--- src/rtl/riscv_pkg.sv ---
// rtl/riscv_pkg.sv - shared RISC-V opcode, field and fetch-state definitions
// Purpose : common definitions for the fetch unit and the control unit.
//           Holds the opcode localparams, the NOP encoding, the instruction
//           field-slice macros and the fetch FSM state encoding.
// Ports   : none (package).
// Config  : FETCH_MISALIGN_TRAP_EN adds the FAULT fetch state.
`ifndef RISCV_PKG_SV
`define RISCV_PKG_SV

// Field slices of a 32-bit instruction word; the argument must be a plain
// identifier because a parenthesised expression cannot be part-selected.
`define RV_OP(i)     i[6:0]
`define RV_FUNCT3(i) i[14:12]
`define RV_FUNCT7(i) i[31:25]

package riscv_pkg;

  localparam logic [6:0] OP_RTYPE  = 7'b0110011;
  localparam logic [6:0] OP_ITYPE  = 7'b0010011;
  localparam logic [6:0] OP_LOAD   = 7'b0000011;
  localparam logic [6:0] OP_STORE  = 7'b0100011;
  localparam logic [6:0] OP_BRANCH = 7'b1100011;
  localparam logic [6:0] OP_JAL    = 7'b1101111;

  // addi x0, x0, 0
  localparam logic [31:0] NOP_INSTR = 32'h0000_0013;

  typedef enum logic [2:0] {
    ST_IDLE,
    ST_REQ,
    ST_WAIT,
    ST_HOLD
`ifdef FETCH_MISALIGN_TRAP_EN
    ,
    ST_FAULT
`endif
  } fetch_state_t;

endpackage

`endif

--- src/rtl/pc_next_gen.sv ---
// rtl/pc_next_gen.sv - next-PC mux, increment and target alignment
// Purpose : combinational next-PC selection for the fetch unit.
// Ports   : pc          in   current PC
//           pcsrc       in   select redirect target instead of pc+4
//           pctarget    in   redirect target
//           pc_next     out  next PC (pc+4 wraps modulo 2^ADDR_W)
//           misaligned  out  redirect to a non-word-aligned target
//                            (only with FETCH_MISALIGN_TRAP_EN)
// Config  : FETCH_MISALIGN_TRAP_EN passes the raw target through and flags
//           misalignment; otherwise the low two target bits are cleared.
module pc_next_gen #(
  parameter int ADDR_W = 32
) (
  input  logic [ADDR_W-1:0] pc,
  input  logic              pcsrc,
  input  logic [ADDR_W-1:0] pctarget,
`ifdef FETCH_MISALIGN_TRAP_EN
  output logic              misaligned,
`endif
  output logic [ADDR_W-1:0] pc_next
);

  logic [ADDR_W-1:0] target_eff;

`ifdef FETCH_MISALIGN_TRAP_EN
  // The faulting target is kept as-is so software can see where it jumped.
  assign target_eff = pctarget;
  assign misaligned = pcsrc && (pctarget[1:0] != 2'b00);
`else
  assign target_eff = {pctarget[ADDR_W-1:2], 2'b00};
`endif

  assign pc_next = pcsrc ? target_eff : (pc + ADDR_W'(4));

endmodule

--- src/rtl/instr_fetch_unit.sv ---
// rtl/instr_fetch_unit.sv - PC owner and instruction fetch front end
// Purpose : fetches 32-bit instructions over a req/gnt/rvalid port and holds
//           each one (with its decode fields) until execute accepts it.
// Ports   : clk, rst                      clock, async active-high reset
//           imem_req/imem_addr            fetch request and address (= pc)
//           imem_gnt/imem_rvalid/rdata    memory handshake and read data
//           instr_valid/instr_ready       hand-off to execute
//           instr, pc, Op, funct3, funct7 held instruction and its fields
//           PCSrc, PCTarget               redirect, sampled on accept only
//           fetch_fault                   sticky misaligned-redirect flag
// Config  : FETCH_MISALIGN_TRAP_EN enables the FAULT state; when undefined
//           fetch_fault is tied low and targets are word-aligned on load.
module instr_fetch_unit
  import riscv_pkg::*;
#(
  parameter int              ADDR_W   = 32,
  parameter logic [ADDR_W-1:0] RESET_PC = '0
) (
  input  logic              clk,
  input  logic              rst,
  output logic              imem_req,
  output logic [ADDR_W-1:0] imem_addr,
  input  logic              imem_gnt,
  input  logic              imem_rvalid,
  input  logic [31:0]       imem_rdata,
  output logic              instr_valid,
  input  logic              instr_ready,
  output logic [31:0]       instr,
  output logic [ADDR_W-1:0] pc,
  output logic [6:0]        Op,
  output logic [2:0]        funct3,
  output logic [6:0]        funct7,
  input  logic              PCSrc,
  input  logic [ADDR_W-1:0] PCTarget,
  output logic              fetch_fault
);

  fetch_state_t      state, state_nxt;
  logic [ADDR_W-1:0] pc_next;
  logic              accept;

`ifdef FETCH_MISALIGN_TRAP_EN
  logic misaligned;
`endif

  pc_next_gen #(.ADDR_W(ADDR_W)) u_pc_next_gen (
    .pc         (pc),
    .pcsrc      (PCSrc),
    .pctarget   (PCTarget),
`ifdef FETCH_MISALIGN_TRAP_EN
    .misaligned (misaligned),
`endif
    .pc_next    (pc_next)
  );

  assign accept = (state == ST_HOLD) && instr_ready;

  always_comb begin
    state_nxt   = state;
    imem_req    = 1'b0;
    instr_valid = 1'b0;
    case (state)
      ST_IDLE: state_nxt = ST_REQ;
      ST_REQ: begin
        imem_req = 1'b1;
        if (imem_gnt) state_nxt = ST_WAIT;
      end
      // rvalid seen in any other state is stale and falls through here.
      ST_WAIT: if (imem_rvalid) state_nxt = ST_HOLD;
      ST_HOLD: begin
        instr_valid = 1'b1;
        if (instr_ready) begin
`ifdef FETCH_MISALIGN_TRAP_EN
          state_nxt = misaligned ? ST_FAULT : ST_REQ;
`else
          state_nxt = ST_REQ;
`endif
        end
      end
`ifdef FETCH_MISALIGN_TRAP_EN
      ST_FAULT: state_nxt = ST_FAULT;
`endif
      default: state_nxt = ST_IDLE;
    endcase
  end

  always_ff @(posedge clk or posedge rst) begin
    if (rst) begin
      state <= ST_IDLE;
      pc    <= RESET_PC;
      instr <= NOP_INSTR;
    end else begin
      state <= state_nxt;
      if (accept) pc <= pc_next;
      if ((state == ST_WAIT) && imem_rvalid) instr <= imem_rdata;
    end
  end

  assign imem_addr = pc;
  assign Op        = `RV_OP(instr);
  assign funct3    = `RV_FUNCT3(instr);
  assign funct7    = `RV_FUNCT7(instr);

`ifdef FETCH_MISALIGN_TRAP_EN
  assign fetch_fault = (state == ST_FAULT);
`else
  assign fetch_fault = 1'b0;
`endif

endmodule

--- config.mk ---
export PLATFORM = sky130hd
export DESIGN_NAME = instr_fetch_unit
export DESIGN_NICKNAME = d
export VERILOG_FILES = /design/src/rtl/riscv_pkg.sv /design/src/rtl/pc_next_gen.sv /design/src/rtl/instr_fetch_unit.sv
export SDC_FILE = /design/constraint.sdc
export NUM_CORES = 1
export LEC_CHECK = 0
export ABC_CLOCK_PERIOD_IN_PS = 5030
export BUFFER_PORTS_ARGS = -buffer_cell sky130_fd_sc_hd__buf_2
export CAP_MARGIN = 40
export CORE_MARGIN = 1
export CORE_UTILIZATION = 40
export CTS_CLUSTER_SIZE = 10
export DETAILED_ROUTE_END_ITERATION = 6
export HOLD_SLACK_MARGIN = 0.06
export PLACE_DENSITY = 0.73
export RECOVER_POWER = 100
export SYNTH_ARGS = -nofsm -noshare
export SYNTH_HDL_FRONTEND = slang
export SYNTH_HIERARCHICAL = 1
export SYNTH_SLANG_ARGS = --single-unit
--- constraint.sdc ---
create_clock -name clk -period 5.03 [get_ports clk]
set_input_delay 1.006 -clock clk [delete_from_list [all_inputs] [get_ports clk]]
set_output_delay 1.006 -clock clk [all_outputs]
set_load 0.05 [all_outputs]
==> results_dict.tcl, run 1 <==
set metrics [dict create \
    finClkSkew_ns 0.00967 \
    globalplace.congestion 0.767 \
    cp-start-kind "flop" \
    rows 35 \
    required_ns 5.25 \
    viasPerCell 4.97 \
    netlist_area_um2 3920 \
    critPathArrivalTime_ns 2.90 \
    hold_viol 0 \
    dieArea_um2 10200 \
    synthFlopType "dfrtp_1" \
    wl_per_cell_um 14.9 \
    initial_utilization 0.418 \
    clock_sinks 66 \
    grt_pass1_vias 2981 \
    fin_crit_ns 2.68 \
    slew_violations 0 \
    syn_inst 377 \
    cp_max_fo 13 \
    wl_mm 9.53 \
    ys_seq_area_frac 0.423 \
    drc 0 \
    mostFrequentLayoutCells "clkbuf_1 (118), buf_2 (66), mux2_2 (64), dfrtp_1 (63), nand2_1 (29)" \
    htree_num_levels 3 \
    layout.cells.most_common "clkbuf_1" \
    yosysWarnings 6 \
    grt_max_degree 46 \
    ant_nets 0 \
    num_io_pins 186 \
    utilization 0.495 \
    grt_use_total 0.184 \
    portBuffers 182 \
    fin_tns_setup_ns 0 \
    worst_slew_pin_slew_ns 1.28 \
    drtIter0Drc 66 \
    cts_tree "yes" \
    holdCritPathClass "reg -> reg" \
    ys_ff_latch 66 \
    overflow 0 \
    nets 581 \
    grt_first_pass_wirelength_mm 14.5 \
    syn-mean-instance-area_um2 10.4 \
    clkTransAtPathRegs_ns 0.08 \
    antenna_found_initial 1 \
    numCtsBuffers 9 \
    dieHeight_um 101 \
    clock_path_buffers 2 \
    synth-edff-count 0 \
    area_growth_syn_to_layout_pct 18.6 \
    outcome "complete, no violations" \
    root_buffer "clkbuf_8" \
    worstSetupEndpointType "flop" \
    finalCritPeriodShare 0.533 \
    ys_types 43 \
    fmax_mhz 373 \
    setup_viol 0 \
    rsz0062_at_grt "false" \
    criticalPathCategory "reg -> reg" \
    slew_headroom 0.148 \
    drive_gt1_frac 0.299 \
    ctsHoldBuffers 0 \
    async_reset_ff_frac 1.00 \
    coreArea_um2 9370 \
    synth_nets 452 \
    drtPass1Iterations 4 \
    whs_ns 0.511 \
    postCtsSetupBuffers 0 \
    cts_resized 0 \
    cap_violations 0 \
    vias 3183 \
    clk-insertion-delay-late_ns 0.34 \
    dp_hpwl_mm 6.80 \
    die_w_um 101 \
]
## flip-flops by register name, summed over array words and instances (netlist names)
name	count
instr	32
state	2
imem_addr	32
## worst paths after layout
path	slack (ns)	cells after the start	to	from
min in group asynchronous	1.00	2	instr[29]	rst
max in group asynchronous	2.88	3	imem_addr[9]	rst
setup / recovery	2.35	5	imem_addr[23]	imem_addr[6]
setup reg to reg	2.35	5	imem_addr[23]	imem_addr[6]
hold reg to reg	0.51	1	instr[9]	instr[9]
hold / removal	0.51	1	instr[9]	instr[9]
## metrics by stage
step	worst slack, ns	instance area [µm²]	cells
CTS	2.38	4800	640
detailed placement	2.01	4570	624
floorplan	2.37	3920	377
global route	2.21	4640	640
global placement	2.05	4560	623
finish	2.35	4640	641
## kinds of logic (layout without fill, tap and decap cells)
group / after synthesis / after routing / share of synthesized area
fa+ha+maj: 5 / 5 / 0.0160
flops: 66 / 66 / 0.423
mux: 67 / 67 / 0.192
xor+xnor: 14 / 14 / 0.0313
compound gates: 41 / 41 / 0.0652
simple gates: 105 / 105 / 0.147
other cells: 1 / 2 / 0.000958
buf+inv: 78 / 212 / 0.125
## Yosys cell counts (7+ instances only)
library cell	count	area (µm²)
mux2_2	65	732
dfrtp_1	63	1580
buf_4	50	375
nand2_1	29	109
o21ai_0	21	105
nand3_1	15	75.1
nor2_1	14	52.6
xnor2_1	12	105
inv_1	11	41.3
clkbuf_1	10	37.5
a31oi_1	9	56.3
buf_2	7	35.0
## metal layers
layer,share of wire,vias up,wire length [µm],track usage
met3,0.047,6,447,0.0374
met5,0,-,0,0
met1,0.45,1530,4270,0.237
li1,-,1544,-,-
met2,0.50,103,4720,0.307
met4,0.0094,0,90,0.0624
## final cells by class
class,instances,area [µm²]
Clock buffer,11,141
Tap cell,129,161
Fill cell,968,4730
Sequential cell,66,1660
Timing Repair Buffer,185,785
Multi-Input combinational cell,233,1770
Antenna cell,1,2.50
Clock inverter,5,85.1
Inverter,11,41.3
## critical path, cell delays in order (launching register included)
cell,delay [ns]
dfrtp_1,0.46
nand3_1,0.42
or4_1,0.83
o311a_1,0.35
a221o_1,0.25
mux2_2,0.26
Power of run 1 is left out: the tool's default activity adds up to more than one toggle a clock period on the data nets, which glitch-free logic cannot reach.
==> run 2, diff against run 1 <==
--- a/config.mk
+++ b/config.mk
@@ -5,7 +5,7 @@
 export SDC_FILE = /design/constraint.sdc
 export NUM_CORES = 1
 export LEC_CHECK = 0
-export ABC_CLOCK_PERIOD_IN_PS = 5030
+export ABC_CLOCK_PERIOD_IN_PS = 2500
 export BUFFER_PORTS_ARGS = -buffer_cell sky130_fd_sc_hd__buf_2
 export CAP_MARGIN = 40
 export CORE_MARGIN = 1
==> constraint.sdc (replaced) <==
create_clock -name clk -period 2.5 [get_ports clk]
set_input_delay 0.5 -clock clk [delete_from_list [all_inputs] [get_ports clk]]
set_output_delay 0.5 -clock clk [all_outputs]
set_load 0.05 [all_outputs]
==> results_dict.tcl, run 2 (same netlist as run 1, synthesis figures left out) <==
set metrics [dict create \
    outcome "complete, no violations" \
    r2r_setup_slack_ns 0.16 \
    clkTransAtPathRegs_ns 0.08 \
    rows 35 \
    crit_chain "ha_1, nand3_1, or3_1, or4_1, a31oi_1, mux2_2" \
    hold_start "imem_rdata[27]" \
    cp_max_fo 12 \
    fin_tns_setup_ns 0 \
    cp-start-kind "flop" \
    multi_input_area_um2 1770 \
    worstReg2RegStart "imem_addr[3]" \
    coreArea_um2 9370 \
    cp-startpoint "imem_addr[3]" \
    dieArea_um2 10200 \
    fmax_mhz 428 \
    num_io_pins 186 \
    viasPerCell 4.96 \
    nets 596 \
    wl_mm 9.76 \
    fillCellCount 969 \
    critPathArrivalTime_ns 2.61 \
    die_w_um 101 \
    htree_num_levels 3 \
    ctsHoldBuffers 0 \
    wl_met3_um 412 \
    mostFrequentLayoutCells "clkbuf_1 (115), buf_2 (69), mux2_2 (65), dfrtp_1 (58), nand2_1 (29)" \
    ant_nets 0 \
    slew_headroom 0.185 \
    cap_violations 0 \
    utilization 0.512 \
    required_ns 2.78 \
    rsz0062_at_grt "false" \
    worst_slew_pin_slew_ns 1.22 \
    drc 0 \
    highest_layer "met4" \
    numCtsBuffers 9 \
    overflow 0 \
    area_growth_syn_to_layout_pct 22.5 \
    drtPass1Iterations 4 \
    cp_slowest_stage_delay_ns 0.57 \
    fin_area_um2 4800 \
    placed_area_um2 4690 \
    antenna_found_initial 0 \
    cts_resized 0 \
    globalplace.congestion 0.776 \
    fin_crit_ns 2.34 \
    criticalPathCategory "reg -> reg" \
    dieHeight_um 101 \
    postCtsSetupBuffers 0 \
    worstSetupEndpointType "flop" \
    wl_per_cell_um 14.9 \
    clock_sinks 66 \
    grt_max_degree 35 \
    dp_hpwl_mm 6.99 \
    clk-insertion-delay-late_ns 0.34 \
    vias 3246 \
    grt_first_pass_wirelength_mm 14.8 \
    seqCellArea_um2 1660 \
    drive_gt1_frac 0.337 \
    drtIter0Drc 114 \
    antennaDiodeCount 0 \
    grt_use_total 0.187 \
    hold_viol 0 \
    holdCritPathClass "in -> reg" \
    clock_path_buffers 2 \
    slew_violations 0 \
    grt_pass1_vias 3098 \
    slowest_stage "or3_1" \
    cts_tree "yes" \
    setup_viol 0 \
    root_buffer "clkbuf_8" \
    layout.cells.most_common "clkbuf_1" \
    wl_met2_mm 5.07 \
    whs_ns 0.384 \
    wl_met1_mm 4.22 \
    initial_utilization 0.418 \
    finClkSkew_ns 0.00720 \
    portBuffers 182 \
    finalCritPeriodShare 0.934 \
]
==> run 2: cell type report <==
type,instances,area share
repair buffers,200,0.187
flip-flops and latches,66,0.346
clock inverters,6,0.0287
well taps,129,0.0336
multi-input cells,233,0.369
inverters,11,0.00861
clock buffers,10,0.0266
==> run 2: metal layers <==
metal,vias up,track usage
met4,0,0.0424
met1,1575,0.230
li1,1571,-
met3,4,0.0388
met5,-,0
met2,96,0.335
==> run 2: worst max-delay path, delay by kind of cell (launching register included) <==
family	cells	cell delay, ns
AO/OA/AOI/OAI	1	0.19
AND/OR/NAND/NOR	3	1.23
multiplexers	1	0.18
flip-flops	1	0.44
adder cells (fa/ha/maj)	1	0.23
==> run 2: worst paths after layout <==
path	endpoint	cells past startpoint
min in group asynchronous	instr[10]	2
max	imem_addr[26]	6
min reg2reg	instr[15]	1
min	instr[27]	2
max reg2reg	imem_addr[26]	6
max in group asynchronous	imem_addr[9]	3
==> run 2: metrics by stage <==
step                      worst slack [ns]  cells
after global routing                0.0164    655
final                                0.165    655
after CTS                            0.163    655
after floorplan                   -0.00984    377
after global placement               0.254    639
after detailed placement             0.191    639
Power of run 2 is left out for the same reason.
==> run 3, diff against run 2 <==
--- a/config.mk
+++ b/config.mk
@@ -9,13 +9,12 @@
 export BUFFER_PORTS_ARGS = -buffer_cell sky130_fd_sc_hd__buf_2
 export CAP_MARGIN = 40
 export CORE_MARGIN = 1
-export CORE_UTILIZATION = 40
+export CORE_UTILIZATION = 46
 export CTS_CLUSTER_SIZE = 10
 export DETAILED_ROUTE_END_ITERATION = 6
 export HOLD_SLACK_MARGIN = 0.06
-export PLACE_DENSITY = 0.73
+export PLACE_DENSITY = 0.82
 export RECOVER_POWER = 100
 export SYNTH_ARGS = -nofsm -noshare
 export SYNTH_HDL_FRONTEND = slang
-export SYNTH_HIERARCHICAL = 1
 export SYNTH_SLANG_ARGS = --single-unit
==> results_dict.tcl, run 3 <==
set metrics [dict create \
    async_reset_ff_frac 1.00 \
    crit_chain "ha_1, and2_0, nand2_1, or3_1, o32ai_1, a21oi_1" \
    nets 586 \
    root_buffer "clkbuf_8" \
    wl_mm 9.26 \
    vias 3315 \
    globalplace.congestion 0.815 \
    viasPerCell 5.36 \
    overflow 0 \
    grt_use_total 0.215 \
    drc 0 \
    drtPass1Iterations 5 \
    mostFrequentLayoutCells "clkbuf_1 (114), buf_2 (67), dfrtp_1 (61), mux2_2 (32), o21ai_0 (29)" \
    required_ns 2.67 \
    ys_types 51 \
    ant_nets 0 \
    num_io_pins 186 \
    ys_seq_area_frac 0.430 \
    layout.cells.most_common "clkbuf_1" \
    synth.area.top_cells "dfrtp_1 (41%), buf_4 (10%), mux2_2 (9.6%)" \
    coreArea_um2 7810 \
    dp_hpwl_mm 6.72 \
    fin_tns_setup_ns 0 \
    clock_path_buffers 2 \
    ys_ff_latch 64 \
    die_w_um 92.1 \
    yosysWarnings 0 \
    drtIter0Drc 153 \
    synth.largest_area_cell "dfrtp_1" \
    slew_headroom 0.124 \
    regMostFlops "instr" \
    antennaDiodeCount 0 \
    htree_num_levels 3 \
    grt_first_pass_wirelength_mm 14.5 \
    drive_gt1_frac 0.251 \
    slowest_stage "or3_1" \
    synthMostInstantiatedCell "dfrtp_1" \
    portBuffers 178 \
    synthTopCellsByCount "dfrtp_1 (61), buf_4 (52), mux2_2 (32)" \
    critPathArrivalTime_ns 2.34 \
    reg2regPathDepth 6 \
    numCtsBuffers 9 \
    synth_top_area_share 0.408 \
    wl_per_cell_um 15.0 \
    rows 32 \
    cap_violations 0 \
    cp_slowest_stage_delay_ns 0.46 \
    grt_max_degree 59 \
    antenna_found_initial 0 \
    criticalPathCategory "reg -> reg" \
    fmax_mhz 461 \
    clk-insertion-delay-late_ns 0.34 \
    area_growth_syn_to_layout_pct 16.2 \
    hold_viol 0 \
    synthFlopType "dfrtp_1" \
    fin_crit_ns 2.17 \
    cts_tree "yes" \
    finalCritPeriodShare 0.867 \
    outcome "complete, no violations" \
    cp-start-kind "flop" \
    dieArea_um2 8490 \
    worst_slew_pin_slew_ns 1.31 \
    finClkSkew_ns 0.0120 \
    holdCritPathClass "in -> reg" \
    worstSetupEndpointType "flop" \
    clkTransAtPathRegs_ns 0.08 \
    initial_utilization 0.479 \
    cts_resized 0 \
    grt_pass1_vias 3009 \
    setup_viol 0 \
    syn_inst 383 \
    largest_reg_flops 32 \
    slew_violations 0 \
    rsz0062_at_grt "false" \
    synth-edff-count 0 \
    dieHeight_um 92.1 \
    cp_max_fo 7 \
    whs_path_depth 2 \
    postCtsSetupBuffers 0 \
    clock_sinks 64 \
    syn-mean-instance-area_um2 9.76 \
    netlist_area_um2 3740 \
    ctsHoldBuffers 0 \
]
run 3: cell types whose count changed after synthesis, sizes merged, moves of 6 or more:
| cell | delta |
|---|---|
| a21oi | +25 |
| a311oi | +6 |
| a31oi | -6 |
| and3 | +11 |
| clkbuf | +7 |
| mux2 | -33 |
| nand2 | -6 |
| nor3 | +7 |
| o21ai | +8 |
| or4 | -6 |
| xnor2 | -12 |
run 3: per-stage QoR:
step	std cells	util	setup WS [ns]	hold WS (ns)	cell area (µm²)
2_1_floorplan	387	-	0.351	0.547	3750
3_3_place_gp	603	0.554	0.487	0.484	4320
3_5_place_dp	603	0.554	0.446	0.492	4320
4_1_cts	619	0.578	0.435	0.312	4510
5_1_grt	619	0.556	0.137	0.373	4340
6_report	619	0.556	0.332	0.385	4340
run 3: final cells by class:
| class | instances | area (µm²) |
|---|---|---|
| Fill cell | 771 | 3460 |
| Sequential cell | 64 | 1610 |
| Tap cell | 102 | 128 |
| Clock buffer | 10 | 128 |
| Clock inverter | 6 | 61.3 |
| Multi-Input combinational cell | 238 | 1570 |
| Timing Repair Buffer | 186 | 800 |
| Inverter | 13 | 48.8 |
run 3: metal layers:
layer,vias up,global-route usage,routed length [µm]
met1,1598,0.275,3870
met2,120,0.368,4790
met4,0,0.0768,91
met3,6,0.0307,508
met5,-,0,0
li1,1591,-,-
run 3: logic make-up (layout without fill, tap and decap cells):
kind of cell,count (synthesis),after routing,synth area share
mux,33,33,0.0991
compound gates,92,92,0.158
buf+inv,85,215,0.152
simple gates,104,104,0.146
flops,64,64,0.430
fa+ha+maj,4,4,0.0134
other cells,1,5,0.00100
run 3: path summary, 6_finish.rpt:
check,slack (ns),endpoint,startpoint
setup / recovery,0.33,imem_addr[30],imem_addr[2]
hold / removal,0.38,instr[19],imem_rdata[19]
setup reg to reg,0.33,imem_addr[30],imem_addr[2]
hold reg to reg,0.51,instr[18],instr[18]
max in group asynchronous,0.55,imem_addr[30],rst
min in group asynchronous,0.52,instr[10],rst
run 3: critical path: cells and delay by family (launching register included):
family,cells,cell delay [ns]
AO/OA/AOI/OAI,2,0.39
adder cells (fa/ha/maj),1,0.22
flip-flops,1,0.44
AND/OR/NAND/NOR,3,0.96
Power of run 3 is left out for the same reason.
